===== src/rtl/usr_seq_pkg.sv =====
// Shared constants for the universal shift register sequencer:
// command opcodes, register mode codes and FSM state encoding.
package usr_seq_pkg;

  localparam logic [1:0] OP_CLR = 2'b00;
  localparam logic [1:0] OP_ROR = 2'b01;
  localparam logic [1:0] OP_ROL = 2'b10;
  localparam logic [1:0] OP_LD  = 2'b11;

  localparam logic [1:0] MODE_HOLD = 2'b00;
  localparam logic [1:0] MODE_ROTR = 2'b01;
  localparam logic [1:0] MODE_ROTL = 2'b10;
  localparam logic [1:0] MODE_LOAD = 2'b11;

  typedef logic [1:0] state_t;
  localparam state_t ST_IDLE  = 2'd0;
  localparam state_t ST_LOAD  = 2'd1;
  localparam state_t ST_SHIFT = 2'd2;
  localparam state_t ST_RESP  = 2'd3;

endpackage


===== src/rtl/usr_shift_sequencer.sv =====
// Command-driven Moore controller for an external 4-bit universal shift register.
// Optional macro USR_SEQ_CNT_WRAP_EN reduces rotate counts modulo WIDTH.
module usr_shift_sequencer
  import usr_seq_pkg::*;
#(
  parameter int WIDTH = 4,
  parameter int CNT_W = 3
) (
  input  logic             clk,
  input  logic             rst_n,
  input  logic             cmd_valid,
  output logic             cmd_ready,
  input  logic [1:0]       cmd_op,
  input  logic [CNT_W-1:0] cmd_cnt,
  input  logic [WIDTH-1:0] cmd_data,
  output logic             rsp_valid,
  input  logic             rsp_ready,
  output logic [WIDTH-1:0] rsp_data,
  output logic             busy,
  output logic             usr_rst,
  output logic [1:0]       usr_mode,
  output logic [WIDTH-1:0] usr_data,
  input  logic [WIDTH-1:0] usr_q
);

  // Both channels use plain valid/ready: a transfer happens on a rising edge
  // where valid && ready; the command side is ready only in IDLE, and the
  // response holds valid and data stable until the host takes it.

  state_t             state, state_nx;
  logic [1:0]         op_q;
  logic [WIDTH-1:0]   data_q;
  logic [CNT_W-1:0]   rem_q;
  logic [CNT_W-1:0]   eff_cnt;
  logic               cmd_fire;
  logic               is_rot;

`ifdef USR_SEQ_CNT_WRAP_EN
  // Whole rotations are no-ops, so only the low log2(WIDTH) bits matter.
  assign eff_cnt = cmd_cnt & CNT_W'(WIDTH - 1);
`else
  assign eff_cnt = cmd_cnt;
`endif

  assign cmd_fire = cmd_valid && (state == ST_IDLE);
  assign is_rot   = (cmd_op == OP_ROR) || (cmd_op == OP_ROL);

  always_comb begin
    state_nx = state;
    case (state)
      ST_IDLE: begin
        if (cmd_fire) begin
          if (!is_rot)             state_nx = ST_LOAD;
          else if (eff_cnt != '0)  state_nx = ST_SHIFT;
          else                     state_nx = ST_RESP;
        end
      end
      ST_LOAD:  state_nx = ST_RESP;
      ST_SHIFT: if (rem_q == CNT_W'(1)) state_nx = ST_RESP;
      ST_RESP:  if (rsp_ready) state_nx = ST_IDLE;
      default:  state_nx = ST_IDLE;
    endcase
  end

  always_ff @(posedge clk or negedge rst_n) begin
    if (!rst_n) begin
      state  <= ST_IDLE;
      op_q   <= '0;
      data_q <= '0;
      rem_q  <= '0;
    end else begin
      state <= state_nx;
      if (cmd_fire) begin
        op_q   <= cmd_op;
        data_q <= cmd_data;
        rem_q  <= eff_cnt;
      end else if (state == ST_SHIFT) begin
        rem_q <= rem_q - CNT_W'(1);
      end
    end
  end

  always_comb begin
    cmd_ready = 1'b0;
    rsp_valid = 1'b0;
    rsp_data  = '0;
    busy      = (state != ST_IDLE);
    usr_rst   = 1'b0;
    usr_mode  = MODE_HOLD;
    usr_data  = '0;
    case (state)
      ST_IDLE: cmd_ready = 1'b1;
      ST_LOAD: begin
        if (op_q == OP_LD) begin
          usr_mode = MODE_LOAD;
          usr_data = data_q;
        end else begin
          usr_rst = 1'b1;
        end
      end
      ST_SHIFT: begin
        usr_mode = (op_q == OP_ROR) ? MODE_ROTR : MODE_ROTL;
        usr_data = usr_q;
      end
      ST_RESP: begin
        rsp_valid = 1'b1;
        rsp_data  = usr_q;
      end
      default: ;
    endcase
  end

endmodule

===== config.mk =====
export PLATFORM = sky130hd
export DESIGN_NAME = usr_shift_sequencer
export DESIGN_NICKNAME = d
export VERILOG_FILES = /design/src/rtl/usr_seq_pkg.sv /design/src/rtl/usr_shift_sequencer.sv
export SDC_FILE = /design/constraint.sdc
export NUM_CORES = 1
export LEC_CHECK = 0
export CAP_MARGIN = 20
export CORE_ASPECT_RATIO = 0.75
export CORE_MARGIN = 5
export CORE_UTILIZATION = 37
export DETAILED_ROUTE_END_ITERATION = 6
export PLACE_DENSITY = 0.82
export RECOVER_POWER = 25
export SLEW_MARGIN = 15
export SYNTH_ARGS = -nofsm -noshare
export SYNTH_HDL_FRONTEND = slang
export SYNTH_SLANG_ARGS = --single-unit

===== constraint.sdc =====
create_clock -name clk -period 1.8 [get_ports clk]
set_clock_uncertainty 0.2 [all_clocks]
set_input_delay 0.27 -clock clk [delete_from_list [all_inputs] [get_ports clk]]
set_output_delay 0.27 -clock clk [all_outputs]
set_load 0.03 [all_outputs]

Word-level counts from Yosys, hierarchy flattened:

Cells that the tools add are included.
Widths: inputs -> output; s select.

* register bits after elaboration: 11
* output and inout bits: 14
* bits of input ports: 17
* logic and storage cells: 41

* reduce and logical (&&, ||, !) cells: 7
* multiplexer cells: 18
* add/sub/neg operators: 1
* equal/unequal tests: 11

Operators with widths (number)
* $mux 2: 6
* $eq 2x2->1 const B: 4
* $mux 4: 2
* $pmux 2 s4: 1
* $pmux 4 s2: 1
* $eq 2x1->1 const B: 3
* $mux 3: 2
* $ne 2x2->1 const B: 3
* $mux 1: 5
* $pmux 2 s2: 1
* $reduce_bool 2->1: 2
* $eq 3x1->1 const B: 1
* $reduce_and 3->1: 1
* $reduce_bool 3->1: 1
* $sub 3x1->3 const B: 1
* $logic_not 2->1: 1
* $logic_and 1x1->1: 1
* $logic_or 1x1->1: 1

Depth between registers and ports, before layout:

* depth after elaboration: 5
* depth in mapped cells: 6
* depth with buffers taken out: 5

Worst setup path after synthesis:

No wires, ideal clock.

* path type: reg2reg
* start point: reg state[0]
* end point: reg state[1]
* data required time: 1.475 ns
* library setup time: 0.125 ns
* stages on the path, launching flop included: 5
* arrival time: 1.651 ns
* slack: -0.175 ns
* clock period less this slack: 1.975 ns
* buffers on the path: 0
* cells stage by stage: dfrtp_1 inv_1 ha_1 a222oi_1 mux2_2

* cells in the longest elaborated chain, start to end: 4
* elaborated cells on any way between the ends: 10
* those cells by class: 6 x eq/ne; 1 x mux; 3 x reduce/logical

Ends and longest elaborated chain
* start, declared: line usr_shift_sequencer.sv:30 `state_t state, state_nx;`
* start signal, assigned: line usr_shift_sequencer.sv:72 `state <= state_nx;`
* $logic_not 2->1: line usr_shift_sequencer.sv:45, usr_shift_sequencer.sv:50
* $logic_and 1x1->1: line usr_shift_sequencer.sv:45 `assign cmd_fire = cmd_valid && (state == ST_IDLE);`
* $ne 2x2->1 (no line)
* $reduce_and 3->1 (no line)

Parallel ways exist; a longest one is shown, timed or not.
A chain may end at the register's enable or synchronous reset.

Final worst setup path:

* start point: reg state[1]
* end point: out usr_data[2]

* cells in the longest elaborated chain, start to end: 2
* elaborated cells on any way between the ends: 3
* those cells by class: 2 x eq/ne; 1 x mux

Ends and longest elaborated chain
* $eq 2x2->1 / $eq 2x1->1 (equally long branches): line usr_shift_sequencer.sv:91 `case (state)`
* $pmux 4 s2 (*): line usr_shift_sequencer.sv:91
* end, declared: line usr_shift_sequencer.sv:22 `output logic [WIDTH-1:0] usr_data,`

Every way passes the cells marked *; elsewhere a longest branch is shown, timed or not.

==> results.cfg <==
[die]
die_w_um = 62.0
rows = 14
die_area_um2 = 3040
fp.dieH_um = 49.0
initial_core_util_pct = 38.3
io_pins = 31
fp.coreArea_um2 = 1960

[place]
dpl_worst_slack_ps = -84.5
io_buffers = 30
routabilityCongestion = 0.774
placed_cells = 135
dp_hpwl_um = 1560

[setup_path]
crit_path_max_incr_delay_ps = 410
ff2ff_setup_slack_ps = -160
crit_path_start_kind = flop
crit_family = flip-flops
path_max_fanout = 4
critPathRequiredTime_ps = 1330
end_kind = primary output
crit_chain = inv_2, ha_4, and3_4, a22oi_2, nor2b_2, buf_6
r2r_cells = 5
r2r_start = state[1]
worstPathArrival_ps = 1500
cp_num_buf_inv = 2
path_class = flop to primary output
crit_slowest_cell = dfrtp_1
r2r_end = state[1]

[logic_synthesis]
ys_seq_area_share_pct = 36.7
syn-num-nets = 102
synth_top_area_share_pct = 36.7
yosysTopAreaCell = dfrtp_1
mappedNetlistArea_um2 = 751
yosys-top-cells-area = dfrtp_1 37%, ha_1 15%, mux2_2 12%, a22oi_1 4.0%, inv_1 4.0%
synth-seq-cells = 11
synth_cell_types = 22
syn-instance-count = 76
yosys_warnings = 0
syn_avg_cell_area_um2 = 9.88

[grt]
antenna_found_initial = 0
grtUsageTotal_pct = 15.1
grt.overflow.total = 0
grt_max_degree = 13
grt_pass1_vias = 752
grt_pass1_wl_um = 3400

[status]
violations = setup timing
status = finished, violations left

[sta]
worst_slack_ps = -175
hold_viol_final = 0
rsz0062_at_grt = true
hold_ws_ps = 203
fin_crit_sh_pct = 110
tightest_slew_ps = 491
min_period_ps = 1970
setup_viol = 15
slew_headroom_pct = 67.1
max_freq_ghz = 0.506
slew_violations = 0

[clocking]
cts_tree = done
htree_levels = 1
ctsHoldBuffers = 0
cts.clk_slew.worst_paths_ps = 70
cts_root_buf = clkbuf_4
cts_buffer_depth = 2
clock-sinks = 11
clk-insertion-delay-late_ps = 260
cts_buffers = 3

[final_layout]
layout_commonest_cell = clkdlybuf4s50_1
final_cell_mix = 15 x clkdlybuf4s50_1, 14 x buf_6, 12 x buf_4
areaGrowthSynthToFinish_pct = 81.8
fin_nets = 148
instances_no_fill = 145
regArea_um2 = 277
final_layout_size_suffix_gt1_share_pct = 50.4
nFillCells = 148
multi_input_area_um2 = 572
antenna_cells = 0

[pwr]
ir_drop_mv = 1.17
leakage_nw = 0.605
power_mw = 2.58
powerDensity_nw_per_um2 = 1890

[routing]
drtIter0Drc = 12
vias_per_cell = 4.97
remaining_drc_errors = 0
firstDrtPassIters = 4
num_vias = 721
route.detailed.wl_per_inst_um = 15.1
antenna_left = 0
drt-total-wl_um = 2190

[hold_path]
hp-class = input port to asynchronous set/reset pin

[job]
maxCapViolCount = 0
how the worst max path moves through the flow:
stage                        to      start  cells past startpoint
floorplan              state[1]   state[0]                      4
global placement       state[1]  cmd_valid                      4
detailed placement     state[1]  cmd_valid                      4
CTS                 usr_data[2]   state[1]                      6
global route        usr_mode[0]   state[1]                      6
finish              usr_data[2]   state[1]                      6
final cells by class:
cell class                      count  area share (%)
Multi-Input combinational cell     55            41.9
Sequential cell                    11            20.3
Tap cell                           24            2.20
Inverter                            8            2.38
Timing Repair Buffer               43            31.3
Clock buffer                        4            1.92
worst reg2reg max path: cells and delay by family (launching register included):
family                   cells  cell delay, ps
multiplexers                 1             390
AO/OA/AOI/OAI                1             470
adder cells (fa/ha/maj)      1             160
flip-flops                   1             400
buffers and inverters        2             240
cells by family (layout without fill, tap and decap cells):
logic type / Yosys count / after routing / synth area share [%]
and+or+nand+nor: 19 / 19 / 12.8
AOI/OAI and AO/OA: 14 / 14 / 12.2
DFF: 11 / 11 / 36.7
muxes: 10 / 10 / 14.7
buffers and inverters: 10 / 55 / 5.17
adders and majority gates: 9 / 9 / 15.0
xor gates and xnor gates: 3 / 3 / 3.50
power breakdown:
group          internal (mW)  leakage (nW)  switching, mW
Clock                 0.0857        0.0150         0.0782
Combinational          0.994         0.463          0.889
Sequential             0.383         0.127          0.152
sequential cells by signal (all words and copies together), names as in the netlist:
register / count
rem_q: 3
state: 2
data_q: 4
op_q: 2
metal layers:
metal	track usage, %	routed length [um]	vias up	part of all wire [%]
met4	3.18	9	0	0.41
li1	-	-	348	-
met1	19.5	888	340	41
met5	0	0	-	0
met3	2.91	155	2	7.1
met2	25.5	1130	31	52
cells in the mapped netlist:
master and instances:
nand2_1 3, mux2i_1 2, clkbuf_1 1, nor2_1 6
dfrtp_1 11, mux2_2 8, o21ai_0 1, o31ai_1 1
xor2_1 1, a222oi_1 1, and2_1 4, nand2b_1 1
and3_1 1, ha_1 9, a21boi_0 1, buf_2 1
xnor2_1 2, inv_1 8, a21oi_1 5, o22ai_1 1
a22oi_1 4, nor2b_1 4
per-stage QoR:
step / util (%) / setup TNS, ps / cell area [um^2]
6_report: 69.6 / -1710 / 1370
2_1_floorplan: - / -93.0 / 767
4_1_cts: 67.7 / -1680 / 1330
3_3_place_gp: 57.0 / -52.4 / 1120
3_5_place_dp: 57.0 / -203 / 1120
5_1_grt: 69.6 / -2980 / 1370
repair_timing:
| item | in CTS | in global routing |
|---|---|---|
| endpoints found under the setup margin | 15 | 22 |
| pin swaps | 2 | 2 |
| gates resized for setup | 36 | 7 |
| buffers inserted | 5 | 1 |
Note: power is estimated with default switching activity, not from simulation.
